$ cat src/rtl/seg7_pkg.sv
// Shared 7-segment constants and the active-high glyph lookup.
// Bit indices use a _BIT suffix because SEG_A..SEG_F already name the hex glyphs.
package seg7_pkg;

  localparam logic [6:0] SEG_0     = 7'h7E;
  localparam logic [6:0] SEG_1     = 7'h30;
  localparam logic [6:0] SEG_2     = 7'h6D;
  localparam logic [6:0] SEG_3     = 7'h79;
  localparam logic [6:0] SEG_4     = 7'h33;
  localparam logic [6:0] SEG_5     = 7'h5B;
  localparam logic [6:0] SEG_6     = 7'h5F;
  localparam logic [6:0] SEG_7     = 7'h70;
  localparam logic [6:0] SEG_8     = 7'h7F;
  localparam logic [6:0] SEG_9     = 7'h7B;
  localparam logic [6:0] SEG_A     = 7'h77;
  localparam logic [6:0] SEG_B     = 7'h1F;
  localparam logic [6:0] SEG_C     = 7'h4E;
  localparam logic [6:0] SEG_D     = 7'h3D;
  localparam logic [6:0] SEG_E     = 7'h4F;
  localparam logic [6:0] SEG_F     = 7'h47;
  localparam logic [6:0] SEG_BLANK = 7'h00;

  localparam int SEG_BIT_A = 6;
  localparam int SEG_BIT_B = 5;
  localparam int SEG_BIT_C = 4;
  localparam int SEG_BIT_D = 3;
  localparam int SEG_BIT_E = 2;
  localparam int SEG_BIT_F = 1;
  localparam int SEG_BIT_G = 0;

  // Returns the active-high pattern; unknown inputs fall to blank.
  function automatic logic [6:0] seg7_lookup(input logic [3:0] num, input logic hex_mode);
    logic [6:0] pat;
    pat = SEG_BLANK;
    case (num)
      4'd0:  pat = SEG_0;
      4'd1:  pat = SEG_1;
      4'd2:  pat = SEG_2;
      4'd3:  pat = SEG_3;
      4'd4:  pat = SEG_4;
      4'd5:  pat = SEG_5;
      4'd6:  pat = SEG_6;
      4'd7:  pat = SEG_7;
      4'd8:  pat = SEG_8;
      4'd9:  pat = SEG_9;
      4'd10: pat = hex_mode ? SEG_A : SEG_BLANK;
      4'd11: pat = hex_mode ? SEG_B : SEG_BLANK;
      4'd12: pat = hex_mode ? SEG_C : SEG_BLANK;
      4'd13: pat = hex_mode ? SEG_D : SEG_BLANK;
      4'd14: pat = hex_mode ? SEG_E : SEG_BLANK;
      4'd15: pat = hex_mode ? SEG_F : SEG_BLANK;
      default: pat = SEG_BLANK;
    endcase
    return pat;
  endfunction

endpackage

$ cat src/rtl/seg7_lut.sv
// Combinational digit-to-segment lookup, active-high output.
module seg7_lut
  import seg7_pkg::*;
#(
  parameter bit HEX_MODE = 1'b0
) (
  input  logic [3:0] num,
  output logic [6:0] pat
);

  always_comb begin
    pat = seg7_lookup(num, HEX_MODE);
  end

endmodule

$ cat src/rtl/bcd_segment_decoder.sv
// BCD/hex to 7-segment decoder with polarity select and a registered output.
module bcd_segment_decoder
  import seg7_pkg::*;
#(
  parameter bit ACTIVE_LOW = 1'b0,
  parameter bit HEX_MODE   = 1'b0
) (
  input  logic       clk,
  input  logic       rst,
  input  logic [3:0] num,
  output logic [6:0] a_g
);

  localparam logic [6:0] BLANK_WORD = ACTIVE_LOW ? ~SEG_BLANK : SEG_BLANK;

  logic [6:0] pat;
  logic [6:0] a_g_d;
  logic [6:0] a_g_q;

  seg7_lut #(.HEX_MODE(HEX_MODE)) u_lut (
    .num (num),
    .pat (pat)
  );

  // Inversion is applied after the lookup so blank follows polarity too.
  always_comb begin
    a_g_d = pat;
    if (ACTIVE_LOW) a_g_d = ~pat;
  end

  always_ff @(posedge clk) begin
    if (rst) a_g_q <= BLANK_WORD;
    else     a_g_q <= a_g_d;
  end

  assign a_g = a_g_q;

endmodule

$ cat config.mk
export PLATFORM = sky130hd
export DESIGN_NAME = bcd_segment_decoder
export DESIGN_NICKNAME = d
export VERILOG_FILES = /design/src/rtl/seg7_pkg.sv /design/src/rtl/seg7_lut.sv /design/src/rtl/bcd_segment_decoder.sv
export SDC_FILE = /design/constraint.sdc
export NUM_CORES = 1
export LEC_CHECK = 0
export CORE_AREA = 4 4 41 43
export CTS_CLUSTER_DIAMETER = 200
export DETAILED_ROUTE_END_ITERATION = 10
export DIE_AREA = 0 0 45 47
export GPL_TIMING_DRIVEN = 0
export PLACE_DENSITY = 0.62
export SLEW_MARGIN = 10
export SYNTH_ARGS = -nofsm -noshare
export SYNTH_HDL_FRONTEND = slang
export SYNTH_SLANG_ARGS = --single-unit
$ cat constraint.sdc
create_clock -name clk -period 1.1 [get_ports clk]
set_input_delay 0.11 -clock clk [delete_from_list [all_inputs] [get_ports clk]]
set_output_delay 0.11 -clock clk [all_outputs]
set_load 0.01 [all_outputs]
==> results.md <==
- Worst slew pin tran: between 200 and 300 ps
- Total global routing track utilization: 0.0775
- Cell variety after synth: 16
- Peak supply drop: ~0.34 mV
- Cell Area, Synth: around 380 sq um
- Setup-failing EPs final: 0
- Chip height: 47 um
- Syn Area/Cell: just under 10 sq um
- Switching power: between 0.0001 and 0.00015 W
- Routed len/inst: 9.42 um
- Largest net degree at the start of global routing: 10
- ANT nets after route: 0
- Synth Register Bits: 7
- Max FFs per register: 7
- P&R area growth vs syn: 37.6%
- Mapped Cells: 39
- Syn. warnings: 0
- Sequential area share after synthesis: 0.366
- Clock transition at path regs: roughly 50 ps
- Cell depth of the worst hold path: 3
- Achievable Freq: roughly 990 MHz
- Max transition margin: 0.831
- Critical path type: in -> reg
- Seq pwr share: 0.444
- Comb power frac: 0.192
- Outcome: finished clean
- Drt pass-1 iters: 1
- Clock power frac: 0.364
- Pre-CTS setup slack: -532 ps
- Final core utilization: 0.405
- Critical Path RT: approximately 1300 ps
- Final hold vios: 0
- Global-route wire length before repair: around 1100 um
- CP startpoint kind: input pin
- Vias in the first global route: between 200 and 300
- Buffer depth of the longest clock path: 2
- Num ports: 13
- FP Rows: 13
- Number of remaining DRC errors: 0
- Hold_buf cts: 0
- DRT iter0 DRCs: 0
- Via count: about 300
- Final RePlAce weighted congestion: about 0.75
- Leak: 0.263 nW
- Fin. max-slew vios: 0
- Starting Density: 0.294
- Max_cap viols: 0
- CP Launch Point: num[2]
- DR vias/cell: about 4.4
- Die ar.: roughly 2100 sq um
- Num Clock Sinks: 7
- Tmin final: around 1000 ps
- Net total in the final layout: 67
- Final wirelength: 650 um
- CTS root buffer: clkbuf_4
- Initial antenna violation count: 0
- Die X: 45 um
- Fin worst setup slack: just under 90 ps
- Tcrit/Tclk final: 0.919
- IO Port Bufs: 11
- Post-DP HPWL: roughly 520 um
- Internal power: approximately 0.00047 W
- CTS tree: yes
- Hold path endpoint: a_g[0]
- Nature of the critical path endpoint: flip-flop
- Hold/Removal Path Class: in -> reg
- GR Overflow Total: 0
- Power Dens Cells: approximately 1200 nW/um^2
- Crit Path Max Fanout: 6
- Hold_sp: num[3]
- Switching share of power: 0.241
- N_diodes: 0
- Worst path arrival time: ~1200 ps
- Synthesized Nets: 51
- CORE AREA: approximately 1300 sq um
- CTS Buf Count: 3
- H-tree level count: 1
- Layout cells sized above 1: 0.130
- Unrepaired setup endpoints after global routing: false
- Most frequent cells in the layout: dfxtp_1 (7), dlygate4sd2_1 (7), ha_1 (6)
## final cells by class
| type | count | area (sq um) |
|---|---|---|
| Multi-Input combinational cell | 29 | 224 |
| Inverter | 2 | 7.51 |
| Tap cell | 15 | 18.8 |
| Clock buffer | 4 | 26.3 |
| Buffer | 1 | 11.3 |
| Sequential cell | 7 | 140 |
| Fill cell | 149 | 774 |
| Timing Repair Buffer | 11 | 98.8 |
## critical path, stage by stage
cell and delay (ps):
clkdlybuf4s50_1 530, or2_1 310, a21o_1 170, o31ai_1 60
## power by group through the flow
stage	Combinational (W)	Clock (W)	Sequential, W
2_1_floorplan	0.0000557	0	0.000291
3_3_place_gp	0.000133	0	0.000281
3_5_place_dp	0.000135	0	0.000281
4_1_cts	0.000122	0.000236	0.000275
5_1_grt	0.000133	0.000253	0.000277
6_report	0.000119	0.000226	0.000275
## what timing repair did
action | CTS | global route
buffers inserted | 0 | 0
endpoints found under the setup margin | 12 | 5
resized for setup | 9 | 3
## cell families (layout without fill, tap and decap cells)
family,after synthesis,after routing,share of synthesized area
adders and majority gates,6,6,0.196
buffers and inverters,3,18,0.0490
AOI/OAI and AO/OA,8,8,0.127
muxes,1,1,0.0261
xor gates and xnor gates,1,1,0.0229
DFF,7,7,0.366
and+or+nand+nor,13,13,0.212
## synth_stat cells
| cell type | instances | area share |
|---|---|---|
| nand2b_4 | 1 | 0.036 |
| a21o_1 | 1 | 0.020 |
| or2_1 | 3 | 0.049 |
| ha_1 | 6 | 0.20 |
| mux2i_1 | 1 | 0.026 |
| o31ai_1 | 1 | 0.020 |
| dfxtp_1 | 7 | 0.37 |
| xnor2_1 | 1 | 0.023 |
| inv_1 | 2 | 0.020 |
| a21oi_1 | 2 | 0.026 |
| nor2b_1 | 2 | 0.033 |
| nand2b_1 | 4 | 0.065 |
| buf_6 | 1 | 0.029 |
| o21ai_1 | 1 | 0.013 |
| nor2_1 | 3 | 0.029 |
| o22ai_1 | 3 | 0.049 |
## routing by layer
metal | vias up | GRT usage | wire (um)
met3 | 5 | 0 | 57
met2 | 14 | 0.107 | 280
met5 | - | 0 | 0
met1 | 126 | 0.0820 | 261
li1 | 158 | - | -
met4 | 0 | 0.140 | 50
## worst max-delay path by stage
stage / to / cells after the start
after global routing: a_g[6] / 4
after detailed placement: a_g[6] / 6
after global placement: a_g[6] / 6
final: a_g[6] / 4
after floorplan: a_g[6] / 5
after CTS: a_g[6] / 6
## stage by stage
| step | instance area, sq um | TNS [ps] | std cells | hold slack, ps | total power, W |
|---|---|---|---|---|---|
| 6_report | 527 | 0 | 69 | 169 | 0.000620 |
| 5_1_grt | 527 | 0 | 69 | 184 | 0.000663 |
| 4_1_cts | 528 | 0 | 69 | 163 | 0.000633 |
| 3_5_place_dp | 512 | -2600 | 65 | 428 | 0.000416 |
| 3_3_place_gp | 512 | -2490 | 65 | 429 | 0.000414 |
| 2_1_floorplan | 383 | 0 | 39 | 179 | 0.000347 |
No activity file was read; power rests on OpenSTA's default activity.
